File: config.mk
export PLATFORM = sky130hd
export DESIGN_NAME = dffsr_pipe
export DESIGN_NICKNAME = d
export VERILOG_FILES = /design/src/rtl/dffsr_pipe_pkg.sv /design/src/rtl/dffsr_pipe_stage.sv /design/src/rtl/dffsr_pipe.sv
export SDC_FILE = /design/constraint.sdc
export NUM_CORES = 1
export LEC_CHECK = 0
export BUFFER_PORTS_ARGS = -buffer_cell sky130_fd_sc_hd__clkbuf_2
export CORE_MARGIN = 8
export CORE_UTILIZATION = 45
export DETAILED_ROUTE_END_ITERATION = 16
export PLACE_DENSITY = 0.76
export RECOVER_POWER = 25
export SETUP_SLACK_MARGIN = 0.4
export SLEW_MARGIN = 20
export SYNTH_ARGS = -nofsm -noshare
export SYNTH_HDL_FRONTEND = slang
export SYNTH_SLANG_ARGS = --single-unit
export TNS_END_PERCENT = 30
File: constraint.sdc
create_clock -name C -period 1.5 [get_ports C]
set_clock_uncertainty 0.15 [all_clocks]
set_input_delay 0.075 -clock C [delete_from_list [all_inputs] [get_ports C]]
set_output_delay 0.075 -clock C [all_outputs]
set_load 0.01 [all_outputs]
File: src/rtl/dffsr_pipe_pkg.sv
// Shared constants and helpers for the dffsr_pipe elastic register pipeline.
// DFFSR_PIPE_CLK2Q_DELAY_EN selects the simulation-only clock-to-Q delay model.
`timescale 1ns/1ps
package dffsr_pipe_pkg;

  // Matches the library DFF clock-to-Q figure, in ns.
  localparam int CLK2Q_DELAY_NS = 6;

  // Bits needed to represent 0..depth valid stages.
  function automatic int count_width(input int depth);
    return (depth < 1) ? 1 : $clog2(depth + 1);
  endfunction

endpackage

File: src/rtl/dffsr_pipe_stage.sv
// One elastic pipeline stage: a valid bit plus a WIDTH-bit data register.
// With DFFSR_PIPE_CLK2Q_DELAY_EN defined, clocked updates carry the library clock-to-Q delay.
`timescale 1ns/1ps
module dffsr_pipe_stage
  import dffsr_pipe_pkg::*;
#(
  parameter int               WIDTH   = 8,
  parameter logic [WIDTH-1:0] RST_VAL = '0
) (
  input  logic             clk,
  input  logic             rst_n,
  input  logic             flush_i,
  input  logic             load_i,
  input  logic             leave_i,
  input  logic [WIDTH-1:0] data_i,
  output logic             valid_o,
  output logic             valid_nxt_o,
  output logic [WIDTH-1:0] data_o
);

  logic             valid_q, valid_d;
  logic [WIDTH-1:0] data_q, data_d;

  // Flush drops the word but leaves the data register untouched.
  always_comb begin
    valid_d = valid_q;
    data_d  = data_q;
    if (flush_i) begin
      valid_d = 1'b0;
    end else if (load_i) begin
      valid_d = 1'b1;
      data_d  = data_i;
    end else if (leave_i) begin
      valid_d = 1'b0;
    end
  end

  always_ff @(posedge clk or negedge rst_n) begin
    if (!rst_n) begin
      valid_q <= 1'b0;
      data_q  <= RST_VAL;
    end else begin
`ifdef DFFSR_PIPE_CLK2Q_DELAY_EN
      valid_q <= #(CLK2Q_DELAY_NS) valid_d;
      data_q  <= #(CLK2Q_DELAY_NS) data_d;
`else
      valid_q <= valid_d;
      data_q  <= data_d;
`endif
    end
  end

  assign valid_o     = valid_q;
  assign valid_nxt_o = valid_d;
  assign data_o      = data_q;

endmodule

File: src/rtl/dffsr_pipe.sv
// Elastic valid/ready register pipeline of DEPTH stages with bubble collapsing,
// synchronous flush and occupancy count. Optional macro: DFFSR_PIPE_CLK2Q_DELAY_EN.
`timescale 1ns/1ps
module dffsr_pipe
  import dffsr_pipe_pkg::*;
#(
  parameter int               WIDTH   = 8,
  parameter int               DEPTH   = 3,
  parameter logic [WIDTH-1:0] RST_VAL = '0,
  localparam int              CNT_W   = count_width(DEPTH)
) (
  input  logic             C,
  input  logic             R,
  input  logic             in_valid,
  output logic             in_ready,
  input  logic [WIDTH-1:0] in_data,
  output logic             out_valid,
  input  logic             out_ready,
  output logic [WIDTH-1:0] out_data,
  input  logic             flush,
  output logic [CNT_W-1:0] count
);

  logic [DEPTH-1:0] v;
  logic [DEPTH-1:0] v_nxt;
  logic [DEPTH-1:0] adv;
  logic [DEPTH-1:0] load;
  logic [WIDTH-1:0] d [DEPTH];
  logic [CNT_W-1:0] count_q, count_d;

  // A stage leaves when its successor is empty or leaving too; resolved tail to head.
  always_comb begin
    adv            = '0;
    adv[DEPTH-1]   = v[DEPTH-1] & out_ready;
    for (int k = DEPTH - 2; k >= 0; k--) begin
      adv[k] = v[k] & (~v[k+1] | adv[k+1]);
    end
  end

  assign in_ready = ~flush & (~v[0] | adv[0]);

  always_comb begin
    load    = '0;
    load[0] = in_valid & in_ready;
    for (int k = 1; k < DEPTH; k++) begin
      load[k] = adv[k-1] & ~flush;
    end
  end

  generate
    for (genvar gi = 0; gi < DEPTH; gi++) begin : g_stage
      logic [WIDTH-1:0] stage_in;
      if (gi == 0) begin : g_head
        assign stage_in = in_data;
      end else begin : g_body
        assign stage_in = d[gi-1];
      end

      dffsr_pipe_stage #(
        .WIDTH   (WIDTH),
        .RST_VAL (RST_VAL)
      ) u_stage (
        .clk         (C),
        .rst_n       (R),
        .flush_i     (flush),
        .load_i      (load[gi]),
        .leave_i     (adv[gi]),
        .data_i      (stage_in),
        .valid_o     (v[gi]),
        .valid_nxt_o (v_nxt[gi]),
        .data_o      (d[gi])
      );
    end
  endgenerate

  // Occupancy is registered from the next-state valid bits so it tracks the stages.
  always_comb begin
    count_d = '0;
    for (int k = 0; k < DEPTH; k++) begin
      count_d = count_d + CNT_W'(v_nxt[k]);
    end
  end

  always_ff @(posedge C or negedge R) begin
    if (!R) begin
      count_q <= '0;
    end else begin
      count_q <= count_d;
    end
  end

  assign count     = count_q;
  assign out_valid = v[DEPTH-1];
  assign out_data  = d[DEPTH-1];

endmodule

Word level (Yosys, flattened, before mapping)
Index checks and enable logic that the tools add are counted.

Bits in registers: 29. Output and inout port bits: 12.

Mux-type cells: 9. Add/subtract/negate cells: 2. Bitwise gates (word level): 14. Reduce and logical (&&, ||, !) cells: 3.

Operator list (number): 2-to-1 mux 1 bit (9); bitwise AND 1 bit (7); AND reduction 2 bit (3); inverter 1 bit (4); bitwise OR 1 bit (3); adder 1 x 1 -> 2 bit (1); adder 2 x 1 -> 2 bit (1).

Depth between registers and ports, before layout
Gate-level depths: netlist (run 1).

Depth in word-level cells: 12. Gate-level depth with buffers: 5. Depth with buffers taken out: 4.

By module
From an unflattened synthesis (run 1), not the netlist that was laid out.

Cell total of the unflattened synthesis: 80. Area, all modules: 1303.8 um2.

By module, submodules not included: dffsr_pipe_stage (times used 3, area an instance 385.4 um2, cells each 22, sequential area each 225.2 um2); dffsr_pipe (times used 1, area an instance 147.6 um2, cells each 14, sequential area each 50.0 um2).

Least setup slack after synthesis (run 1)
No wires, ideal clock.

Path type: register to register. Start: register g_stage[2].u_stage.valid_q. End: register g_stage[0].u_stage.data_q[0]. Period minus slack after synthesis: 1699 ps. Setup time: 125 ps. Path buffers: 2. Stages on the path, launching flop included: 6. Arrival: 1424 ps. Setup slack: -199 ps. Cells stage by stage: dfrtp_1 > nor2b_4 > buf_6 > a311o_1 > buf_6 > mux2_4.

Word-level cells in the longest chain between the ends: 9.

RTL lines: start, declared (line dffsr_pipe_stage.sv:21) `logic valid_q, valid_d;`; start signal, assigned (line dffsr_pipe_stage.sv:47) `valid_q <= valid_d;`; bitwise AND 1 bit / inverter 1 bit (equally long branches) (line dffsr_pipe.sv:34, dffsr_pipe.sv:36); bitwise OR 1 bit * (line dffsr_pipe.sv:36) `adv[k] = v[k] & (~v[k+1] | adv[k+1]);`; bitwise AND 1 bit * (line dffsr_pipe.sv:36); bitwise OR 1 bit * (line dffsr_pipe.sv:36); bitwise AND 1 bit * (line dffsr_pipe.sv:36); bitwise OR 1 bit * (line dffsr_pipe.sv:40) `assign in_ready = ~flush & (~v[0] | adv[0]);`; bitwise AND 1 bit * (line dffsr_pipe.sv:40); bitwise AND 1 bit * (line dffsr_pipe.sv:44) `load[0] = in_valid & in_ready;`; AND reduction 2 bit (no line) *; end signal, assigned (line dffsr_pipe_stage.sv:48) `data_q <= data_d;`; end, declared (line dffsr_pipe_stage.sv:22) `logic [WIDTH-1:0] data_q, data_d;`.

Every way passes the cells marked *; elsewhere a longest branch is shown, timed or not. A chain may end at the register's enable or synchronous reset.

Final worst setup path (run 1)
Start: register g_stage[2].u_stage.valid_q. End: register g_stage[2].u_stage.data_q[3].

Word-level cells in the longest chain between the ends: 5.

RTL lines: bitwise AND 1 bit / inverter 1 bit (equally long branches) (line dffsr_pipe.sv:34, dffsr_pipe.sv:36); bitwise OR 1 bit * (line dffsr_pipe.sv:36); bitwise AND 1 bit * (line dffsr_pipe.sv:36); bitwise AND 1 bit * (line dffsr_pipe.sv:46) `load[k] = adv[k-1] & ~flush;`; AND reduction 2 bit (no line) *; end signal, assigned (line dffsr_pipe_stage.sv:48); end, declared (line dffsr_pipe_stage.sv:22).

Marked as above.

==> results of run 1 <==
-- flip-flops by register name, summed over array words and instances, names as in the netlist --
name,count
count,2
g_stage.u_stage.data_o,24
g_stage.u_stage.valid_o,3
-- cell usage in the layout, fill, tap and decap left out --
cell type	netlist	layout
buf_6	3	7
nor2_1	4	2
fa_1	1	1
dlygate4sd3_1	0	9
dfrtp_2	0	1
buf_2	1	8
buf_12	0	1
clkbuf_1	0	1
nor2b_4	1	1
nor2_2	0	2
dfrtp_1	29	28
a31oi_1	2	2
mux2_4	8	16
a21oi_1	1	1
nor3b_4	1	1
mux2_2	16	8
clkbuf_2	0	14
inv_1	2	2
buf_4	0	4
a311o_2	0	1
a211o_2	1	1
clkbuf_4	0	5
clkbuf_8	0	1
-- critical path, stage by stage (launching register included) --
cell and delay (ns):
dfrtp_1 0.38, nor2b_4 0.15, buf_6 0.12, nor3b_4 0.24, buf_6 0.17, mux2_4 0.30
-- report_power, final --
| group | internal, uW | leakage, uW | switching (uW) |
|---|---|---|---|
| clock | 221 | 0.0000314 | 257 |
| sequential | 972 | 0.000352 | 103 |
| combinational | 343 | 0.000406 | 196 |
| total | 1540 | 0.000789 | 556 |
-- metrics by stage --
stage | hold WS (ns) | area, um2 | cells
final | -0.0591 | 1600 | 147
after floorplan | -0.371 | 1180 | 71
after CTS | -0.0711 | 1500 | 143
after global routing | -0.0611 | 1600 | 147
after detailed placement | -0.00149 | 1330 | 126
after global placement | -0.0104 | 1330 | 126
-- area by class of cell --
cell class / instances / area share
sequential: 29 / 0.455
tap: 30 / 0.0235
multi-input combinational: 36 / 0.276
timing repair buffer: 43 / 0.206
clock buffer: 7 / 0.0345
inverter: 2 / 0.00470
-- worst min-delay path by stage --
stage / endpoint / start / depth (start not counted) / slack [ns]
2_1_floorplan: count[0]$_DFF_PN0_ / R / 0 / -0.37
3_3_place_gp: count[1]$_DFF_PN0_ / R / 1 / -0.01
3_5_place_dp: count[1]$_DFF_PN0_ / R / 1 / -0.001
4_1_cts: g_stage[2].u_stage.valid_o$_DFF_PN0_ / flush / 2 / -0.07
5_1_grt: g_stage[2].u_stage.valid_o$_DFF_PN0_ / flush / 2 / -0.06
6_report: g_stage[2].u_stage.valid_o$_DFF_PN0_ / flush / 2 / -0.06
-- metal layers --
metal	vias up	GRT usage	share of wire
met5	-	0	0
met4	0	0.0705	0.026
met3	8	0.0546	0.052
met2	15	0.194	0.50
met1	366	0.130	0.42
li1	336	-	-
-- what timing repair did --
item,in CTS,in global routing
gates resized for setup,6,24
setup buffers,1,4
pin swaps,4,3
setup endpoints to repair,29,39
hold endpoints to repair,38,1
-- kinds of logic (layout without fill, tap and decap cells) --
logic type,after synthesis,in the layout,share of synthesized area
and+or+nand+nor,6,6,0.0404
DFF,29,29,0.616
adders and majority gates,1,1,0.0170
muxes,24,24,0.255
buffers and inverters,6,52,0.0393
AOI/OAI and AO/OA,5,5,0.0319
==> results by group, run 1 <==
Power and ir drop
  • Pwr Density: approximately 1300 nW/um2
  • Leakage power: 0.000789 uW
  • Tot Pwr: 2090 uW
  • Worst ir drop on vdd: 0.835 mV

Die
  • Die width: 67.2 um
  • Die Y: ~67 um
  • Row cnt: 18
  • Num ports: 25
  • Starting Density: 0.475
  • Die area: around 4500 um2
  • Core box area: 2480 um2

Clocking
  • Clock buffer count from CTS: 5
  • CTS max path bufs: 2
  • TritonCTS Sinks: 29
  • Clock latency on the worst-skew pair: 0.33 ns
  • CTS Hold Bufs: 9
  • Clock slew at reported path FFs: 0.08 ns
  • CTS tree: yes
  • H-tree levels: 2
  • Root Buffer Master: clkbuf_4

Global routing
  • Largest net degree at the start of global routing: 30
  • Gr ovfl total: 0
  • Number of global-route vias before repair: between 800 and 900
  • Global Route Usage Sum: 0.121
  • Wire length of the first global-routing pass: roughly 3900 um
  • Initial antenna violation count: 0

Timing
  • Final WS setup: -0.121 ns
  • Total Neg Setup Slack: -1.55 ns
  • Final Hold Slack: -0.0591 ns
  • Period minus WS final: roughly 1.6 ns
  • Final setup viols: 17
  • FMAX: roughly 0.62 GHz
  • Slew Limit Fails: 0
  • Unrepaired setup endpoints after global routing: true
  • Fin. Hold Viols: 1
  • Relative slew slack: 0.547
  • Tcrit/Tclk final: 1.08
  • Actual slew at the worst max-slew pin: between 0.6 and 0.7 ns

Worst setup path
  • Reg2reg path depth: 5
  • Req. time, crit path: 1.56 ns
  • Setup crit end: g_stage[2].u_stage.data_o[3]$_DFFE_PN0P_
  • Register-to-register setup slack: -0.12 ns
  • Crit path capture type: flop
  • Worst Setup SP: g_stage[2].u_stage.valid_o$_DFF_PN0_
  • Worst Path Class, Setup: flop to flop
  • Crit path launch type: flop
  • WP data arrival: 1.69 ns
  • CP max FO: 7
  • Worst r2r dst: g_stage[2].u_stage.data_o[3]$_DFFE_PN0P_
  • Worst reg2reg startpoint: g_stage[2].u_stage.valid_o$_DFF_PN0_

Drt
  • Vias per cell: approximately 5
  • Final WL: 2350 um
  • Drt first-iter violations: 22
  • Drt drc: 0
  • 1st-pass router iterations: 3
  • Vias: 725
  • WL/cell: 16.0 um
  • Final antenna-violating net count: 0

Placed design
  • Dpl ws: -0.273 ns
  • HPWL after DPL: 1620 um
  • Port bufs: 24
  • GP Congestion: 0.745

Finish
  • Syn-to-layout area delta: 35.7%
  • Fraction of layout cells with a size suffix above 1: 0.607
  • Fill count: 177
  • N_diodes: 0
  • Footprint of the multi-input gates: around 440 um2
  • Reg area: 727 um2
  • Post-layout nets: roughly 130
  • Fin util: 0.645

Synthesis
  • Synth Instances: 71
  • Yosys warnings: 0
  • Asr flop ratio synth: 1.00
  • Count of different cell masters after synthesis: 14
  • Post-synth EDFFs: 0
  • Most frequent cell after synthesis: dfrtp_1
  • Ys flop type: dfrtp_1
  • Register area share after synthesis: 0.616
  • Area contributors post-synth: dfrtp_1 62%, mux2_2 15%, mux2_4 10%
  • Synth Register Bits: 29
  • Syn Area/Cell: around 17 um2
  • Most instantiated cells after synthesis: 29 x dfrtp_1, 16 x mux2_2, 8 x mux2_4
  • Post-synth top area cell: dfrtp_1
  • Mapped Area: 1180 um2
  • Area share of the largest cell type after synthesis: 0.616
  • Syn Nets: 85

Status
  • Status: finished with violations
  • Failing checks: negative hold slack, negative setup slack

Worst hold path
  • HP Class: input port to flop

Flow run
  • # Max-Cap Violations: 0
No activity file was read; power rests on OpenSTA's default activity.
==> run 2: changes to the inputs <==
Settings changed: RECOVER_POWER 25 to default.
==> results by group, run 2 (same netlist as run 1, synthesis figures left out) <==
Status
  • Status: finished with violations
  • Failing checks: negative hold slack, negative setup slack

Drt
  • Vias per cell: 4.93
  • Final antenna-violating net count: 0
  • Drt drc: 0
  • WL/cell: between 15 and 20 um
  • Drt first-iter violations: 22
  • Vias: 725
  • Final WL: 2350 um
  • 1st-pass router iterations: 3

Die
  • Num ports: 25
  • Die area: around 4500 um2
  • Die Y: 67.2 um
  • Row cnt: 18
  • Die width: 67.2 um
  • Core box area: between 2000 and 2500 um2
  • Starting Density: 0.475

Finish
  • N_diodes: 0
  • Most common cell after layout, fill and taps aside: dfrtp_1
  • Fraction of layout cells with a size suffix above 1: 0.607
  • Syn-to-layout area delta: 35.7%
  • Fin area: 1600 um2
  • Max reg flops: 24
  • Most frequent cells in the layout: 28 x dfrtp_1, 16 x mux2_4, 13 x clkbuf_2
  • Post-layout nets: 131

Clocking
  • Clock buffer count from CTS: 5
  • CTS max path bufs: 2
  • Clock slew at reported path FFs: ~0.08 ns
  • CTS Hold Bufs: 9
  • Root Buffer Master: clkbuf_4
  • TritonCTS Sinks: 29
  • Clock latency on the worst-skew pair: between 0.3 and 0.4 ns
  • H-tree levels: 2
  • CTS tree: yes

Power and ir drop
  • Worst ir drop on vdd: roughly 0.84 mV
  • Pwr Density: around 1300 nW/um2
  • Leakage power: 0.000789 uW

Worst setup path
  • Crit path capture type: flop
  • Register-to-register setup slack: -0.12 ns
  • WP data arrival: 1.69 ns
  • CP max FO: 7
  • Worst r2r dst: g_stage[2].u_stage.data_o[3]$_DFFE_PN0P_
  • Req. time, crit path: ~1.6 ns
  • Crit path launch type: flop
  • Worst reg2reg startpoint: g_stage[2].u_stage.valid_o$_DFF_PN0_
  • Worst Path Class, Setup: flop to flop
  • Reg2reg path depth: 5

Timing
  • Final WS setup: -0.121 ns
  • FMAX: 0.617 GHz
  • Period minus WS final: 1.62 ns
  • Unrepaired setup endpoints after global routing: true
  • Fin. Hold Viols: 1
  • Relative slew slack: 0.593
  • Tcrit/Tclk final: 1.08
  • Final Hold Slack: -0.0592 ns
  • Slew Limit Fails: 0
  • Final setup viols: 17
  • Actual slew at the worst max-slew pin: 0.611 ns
  • Total Neg Setup Slack: -1.55 ns

Global routing
  • Gr ovfl total: 0
  • Number of global-route vias before repair: 807
  • Largest net degree at the start of global routing: 30
  • Met1 Usage GRT: 0.130
  • GRT met2 Usage: 0.194
  • Met3 global-route usage: 0.0546
  • Global Route Usage Sum: 0.121
  • Global routing's busiest layer: met2
  • Wire length of the first global-routing pass: around 3900 um
  • Initial antenna violation count: 0

Placed design
  • Placed cell areas: 1330 um2
  • GP Congestion: 0.745
  • Port bufs: 24
  • Dpl ws: -0.273 ns
  • HPWL after DPL: 1620 um

Worst hold path
  • Worst hold stages: 2
  • Min-delay src: flush
  • HP Class: input port to flop
  • Worst hold path endpoint: g_stage[2].u_stage.valid_o$_DFF_PN0_

Flow run
  • # Max-Cap Violations: 0
[run 2: repair_timing]
| action | in CTS | in global routing |
|---|---|---|
| endpoints found under the hold margin | 38 | 1 |
| pin swaps | 4 | 3 |
| buffers inserted | 1 | 4 |
| setup endpoints to repair | 29 | 39 |
| cloned | 0 | 0 |
| gates resized for setup | 6 | 24 |
[run 2: critical path, stage by stage, from the launching register on]
cell	delay [ns]
dfrtp_1	0.38
nor2b_4	0.15
buf_6	0.12
nor3b_4	0.24
buf_6	0.17
mux2_4	0.30
[run 2: worst max path at each step]
| stage | cells after the start | from | to |
|---|---|---|---|
| 5_1_grt | 5 | g_stage[2].u_stage.valid_o$_DFF_PN0_ | g_stage[2].u_stage.data_o[6]$_DFFE_PN0P_ |
| 4_1_cts | 4 | g_stage[2].u_stage.valid_o$_DFF_PN0_ | count[0]$_DFF_PN0_ |
| 6_report | 5 | g_stage[2].u_stage.valid_o$_DFF_PN0_ | g_stage[2].u_stage.data_o[3]$_DFFE_PN0P_ |
| 3_3_place_gp | 3 | g_stage[2].u_stage.valid_o$_DFF_PN0_ | g_stage[0].u_stage.data_o[4]$_DFFE_PN0P_ |
| 3_5_place_dp | 3 | g_stage[2].u_stage.valid_o$_DFF_PN0_ | g_stage[0].u_stage.data_o[1]$_DFFE_PN0P_ |
| 2_1_floorplan | 5 | g_stage[2].u_stage.valid_o$_DFF_PN0_ | g_stage[0].u_stage.data_o[0]$_DFFE_PN0P_ |
[run 2: area by class of cell]
| cell class | instances | area [um2] |
|---|---|---|
| clock buffer | 7 | 55.1 |
| fill | 177 | 880 |
| inverter | 2 | 7.51 |
| multi-input combinational | 36 | 442 |
| sequential | 29 | 727 |
| tap | 30 | 37.5 |
| timing repair buffer | 43 | 329 |
[run 2: power breakdown]
part           leakage, uW  internal, uW  switching (uW)
clock network    0.0000314           221             257
logic             0.000406           343             196
registers         0.000352           972             103
[run 2: metal layers]
layer	wire length, um	part of all wire
met5	0	0
met4	61	0.026
met3	122	0.052
met2	1180	0.50
met1	981	0.42
[run 2: metrics by stage]
step	cells	hold WS, ns	utilization	total power [uW]
after detailed placement	126	-0.00149	0.538	1520
after global routing	147	-0.0611	0.645	2220
final	147	-0.0592	0.645	2090
after floorplan	71	-0.371	-	1330
after CTS	143	-0.0711	0.607	2020
after global placement	126	-0.0104	0.538	1490
